<file path="src/rtl/shift_rows_stream.sv">
// shift_rows_stream: streaming AES ShiftRows/InvShiftRows stage with a 2-entry output FIFO.
module shift_rows_stream #(
  parameter int NB = 4,
  parameter int TAG_W = 4,
  parameter int CNT_W = 16
) (
  input  logic               clk,
  input  logic               rst_n,
  input  logic               in_valid,
  output logic               in_ready,
  input  logic               in_inv,
  input  logic [TAG_W-1:0]   in_tag,
  input  logic [32*NB-1:0]   in_data,
  output logic               out_valid,
  input  logic               out_ready,
  output logic [32*NB-1:0]   out_data,
  output logic [TAG_W-1:0]   out_tag,
  output logic               out_inv,
  output logic [CNT_W-1:0]   blocks_done
);
  localparam int W = 32 * NB;
  localparam int S1 = NB == 8 ? 3 : 2;
  localparam int S0 = NB == 8 ? 4 : 3;
  if (NB != 4 && NB != 6 && NB != 8) begin : g_bad_nb
    $error("shift_rows_stream: NB must be 4, 6 or 8");
  end
  logic [W-1:0] fwd_d, inv_d, xf_d;
  // Row shift offsets are constants, so the rotation is pure wiring.
  for (genvar r = 0; r < 4; r++) begin : g_r
    localparam int S = r == 3 ? 0 : r == 2 ? 1 : r == 1 ? S1 : S0;
    for (genvar c = 0; c < NB; c++) begin : g_c
      assign fwd_d[8*(r*NB+c) +: 8] = in_data[8*(r*NB+(c-S+NB)%NB) +: 8];
      assign inv_d[8*(r*NB+c) +: 8] = in_data[8*(r*NB+(c+S)%NB) +: 8];
    end
  end
  assign xf_d = in_inv ? inv_d : fwd_d;
  logic [W-1:0] mem_d [2];
  logic [TAG_W-1:0] mem_t [2];
  logic [1:0] mem_i;
  logic wp, rp, push, pop;
  logic [1:0] cnt;
  assign in_ready = cnt != 2'd2 && rst_n;
  assign out_valid = cnt != 2'd0;
  assign push = in_valid && in_ready;
  assign pop = out_valid && out_ready;
  assign out_data = rp ? mem_d[1] : mem_d[0];
  assign out_tag = rp ? mem_t[1] : mem_t[0];
  assign out_inv = mem_i[rp];
  always_ff @(posedge clk) begin
    if (!rst_n) begin
      mem_d[0] <= '0;
      mem_d[1] <= '0;
      mem_t[0] <= '0;
      mem_t[1] <= '0;
      mem_i <= '0;
      wp <= 1'b0;
      rp <= 1'b0;
      cnt <= 2'd0;
      blocks_done <= '0;
    end else begin
      if (push) begin
        mem_d[wp] <= xf_d;
        mem_t[wp] <= in_tag;
        mem_i[wp] <= in_inv;
        wp <= ~wp;
      end
      if (pop) begin
        rp <= ~rp;
        blocks_done <= blocks_done + CNT_W'(1);
      end
      cnt <= cnt + {1'b0, push} - {1'b0, pop};
    end
  end
endmodule

</file>
<file path="config.mk">
export PLATFORM = sky130hd
export DESIGN_NAME = shift_rows_stream
export DESIGN_NICKNAME = d
export VERILOG_FILES = /design/src/rtl/shift_rows_stream.sv
export SDC_FILE = /design/constraint.sdc
export NUM_CORES = 1
export LEC_CHECK = 0
export CAP_MARGIN = 20
export CELL_PAD_IN_SITES_DETAIL_PLACEMENT = 0
export CELL_PAD_IN_SITES_GLOBAL_PLACEMENT = 1
export CORE_MARGIN = 4
export CORE_UTILIZATION = 51
export DETAILED_ROUTE_END_ITERATION = 10
export DONT_BUFFER_PORTS = 1
export PLACE_DENSITY = 0.77
export REMOVE_ABC_BUFFERS = 1
export SLEW_MARGIN = 20
export SYNTH_ARGS = -nofsm -noshare
export SYNTH_HDL_FRONTEND = slang
export SYNTH_SLANG_ARGS = --single-unit
</file>
<file path="constraint.sdc">
create_clock -name clk -period 5.91 [get_ports clk]
set_input_delay 0.8865 -clock clk [delete_from_list [all_inputs] [get_ports clk]]
set_output_delay 0.8865 -clock clk [all_outputs]
set_load 0.01 [all_outputs]
</file>
==> metrics.md <==
| Metric | Value |
|---|---|
| Status | `finished clean` |
| H-tree levels | `1` |
| EDFF count, synth | `264` |
| Layout cells sized above 1 | `20.62%` |
| Final Wtd Congestion | `0.8362` |
| Initial antenna violation count | `0` |
| RSZ-0062 raised after global routing | `false` |
| Min cycle time layout | `3.764 ns` |
| Synth top area share | `62.68%` |
| Setup CP Type | `reg -> out` |
| ANT cells | `0` |
| Final setup fails | `0` |
| Boundary Pins | `288` |
| Clock power share | `32.5%` |
| Drt drc | `0` |
| CTS resizes | `0` |
| Synth Instances | `895` |
| Cell Pwr Density | `381.2 nW/um2` |
| Die ar. | `27,380 um2` |
| Chip Width | `165.5 um` |
| Tot GR Track Use | `18.54%` |
| Worst EP arrival | `2.88 ns` |
| Max-cap viol count | `0` |
| Post-synth ARST share | `0%` |
| CTS Buffer Depth | `3` |
| # Post-CTS Setup Buffers | `0` |
| Cell internal pwr | `3846 uW` |
| Initial Util | `51.86%` |
| First-pass GRT wire length | `39,170 um` |
| Largest net degree at the start of global routing | `78` |
| Reg clk slew, reported paths | `0.06 ns` |
| Setup TNS Final | `0 ns` |
| Worst rel slew slack | `28.70%` |
| Complex-gate fraction of the synthesized area | `0.5441%` |
| Final WL | `26,450 um` |
| Min Hold Slack | `0.4546 ns` |
| CTS tree | `built` |
| Crit. End Element | `output port` |
| DR vias | `6,750` |
| Post-synthesis mux area share | `17.06%` |
| Synth Area in Simple Gates | `12.98%` |
| Post-Synth Adder-Cell Area | `0.2968%` |
| Synth cell types | `36` |
| Register share of total power | `49.4%` |
| Crit-path max FO | `74` |
| Post-DP HPWL | `17,330 um` |
| Flop-to-flop setup slack | `2.66 ns` |
| Critical Path End | `out_data[108]` |
| Primary FF master, synth | `edfxtp_1` |
| Switching Power | `1407 uW` |
| Synth warn | `0` |
| Xor and xnor area share after synthesis | `1.039%` |
| Final Hold Viols | `0` |
| Crit path launch type | `flip-flop` |
| Grt ovf | `0` |
| Worst r2r src | `cnt[0]` |
| WP data required | `5.02 ns` |
| Area leader, netlist | `edfxtp_1` |
| Worst IR Drop VDD | `0.0002554 V` |
| Fmax | `265.7 MHz` |
| Worst skew pair latency | `0.54 ns` |
| Type of the most critical hold path | `reg -> reg` |
| PortBufs | `0` |
| P_leak | `0.005146 uW` |
| First DRT Iteration DRCs | `572` |
| Most common cell after layout, fill and taps aside | `edfxtp_1` |
| Switching Share | `26.79%` |
| Die Span Y | `165.5 um` |
| Hold-fix buffers, CTS | `0` |
| Nets | `1,016` |
| Main combinational cell family by area after synthesis | `multiplexers` |
| Avg WL per Cell | `21.66 um` |
| Clock sinks | `286` |
| Rows | `57` |
| R2r worst-path depth | `5` |
| Area growth syn-to-layout | `8.943%` |
| Inserted Clock Buffers | `29` |
| Number of global-route vias before repair | `6,919` |
| Cell area after synthesis | `12,650 um2` |
| CP startpoint | `rp` |
| Most frequent cells in the layout | `edfxtp_1 (264), nor2_1 (144), and2_1 (137), mux2_2 (133), mux2i_1 (66)` |
| Vias per Instance | `5.528` |
| Pre-Repair DR Iteration Count | `4` |
| Layout Skew | `0.02226 ns` |
| Worst-Margin Slew | `1.070 ns` |
| Antenna viol nets, final | `0` |
| Slew Limit Fails | `0` |
| Combinational share of power | `18.0%` |
| Synth Area per Inst | `14.13 um2` |
| Seq/Total Area, Yosys | `66.16%` |
| Worst R2R End | `mem_d[0][26]` |
| Core Region | `24,390 um2` |
| #FFs+latches synth | `286` |
| Root buf cell | `clkbuf_16` |
| Period utilization | `63.68%` |
| Dominant cells by area after synthesis | `edfxtp_1 (63%), mux2_2 (12%), and2_1 (6.8%)` |
==> how the worst min path moves through the flow <==
stage              from        to  cells past startpoint
2_1_floorplan  mem_i[1]  mem_i[1]                      2
3_3_place_gp   mem_i[1]  mem_i[1]                      2
3_5_place_dp   mem_i[0]  mem_i[0]                      2
4_1_cts           rst_n    cnt[0]                      1
5_1_grt           rst_n    cnt[0]                      1
6_report       mem_i[0]  mem_i[0]                      2
==> metrics by stage <==
stage | utilization [%] | area (um2) | power (uW) | std cells | worst slack (ns)
after floorplan | - | 12420 | 3412 | 840 | -0.4235
after global placement | 52.84 | 12890 | 3570 | 1169 | 2.478
after detailed placement | 52.84 | 12890 | 3603 | 1169 | 2.377
after CTS | 56.48 | 13780 | 5310 | 1221 | 2.117
after global routing | 56.49 | 13780 | 5490 | 1221 | 1.993
final | 56.49 | 13780 | 5253 | 1221 | 2.146
==> Yosys cell counts, types with 6 or more instances <==
cell and count:
dfxtp_1 22, nand2_1 15, clkbuf_1 32, buf_2 14
mux2i_1 66, nor2_1 144, and2_1 137, xnor2_1 10
mux2_2 133, buf_1 9, edfxtp_1 264, a21oi_1 6
==> critical path, stage by stage (launching register included) <==
cell and delay (ns):
dfxtp_4 1.03, buf_4 0.72, mux2_2 0.45
==> kinds of logic (layout without fill, tap and decap cells) <==
group,after synthesis,after routing
adder cells (fa/ha/maj),3,3
XOR/XNOR,15,15
AND/OR/NAND/NOR,321,321
multiplexers,199,199
flip-flops,286,286
AO/OA/AOI/OAI,11,11
buffers and inverters,60,62
==> power by group through the flow <==
stage               sequential, uW  combinational, uW  clock [uW]
finish                        2600                947        1710
global route                  2620               1030        1840
CTS                           2600                964        1740
detailed placement            2640                959           0
global placement              2640                934           0
floorplan                     2640                771           0
==> registers in the layout, indices dropped and copies added (netlist names) <==
name,flops
wp,1
rp,1
mem_t,8
blocks_done,16
cnt,2
mem_d,256
mem_i,2
==> area by class of cell <==
class | instances | area (um2)
fillers | 1933 | 10610
clock inverters | 15 | 131.4
repair buffers | 5 | 37.54
multi-input cells | 549 | 4059
flip-flops and latches | 286 | 8372
well taps | 324 | 405.4
clock buffers | 37 | 755.7
inverters | 5 | 18.77
==> layer usage <==
metal | up-vias | part of all wire, % | GRT usage [%]
met5 | - | 0 | 0
met4 | 0 | 2.3 | 4.799
met3 | 40 | 14 | 9.531
met2 | 246 | 48 | 31.03
met1 | 3310 | 36 | 21.12
li1 | 3154 | - | -
Note: power is estimated with default switching activity, not from simulation.
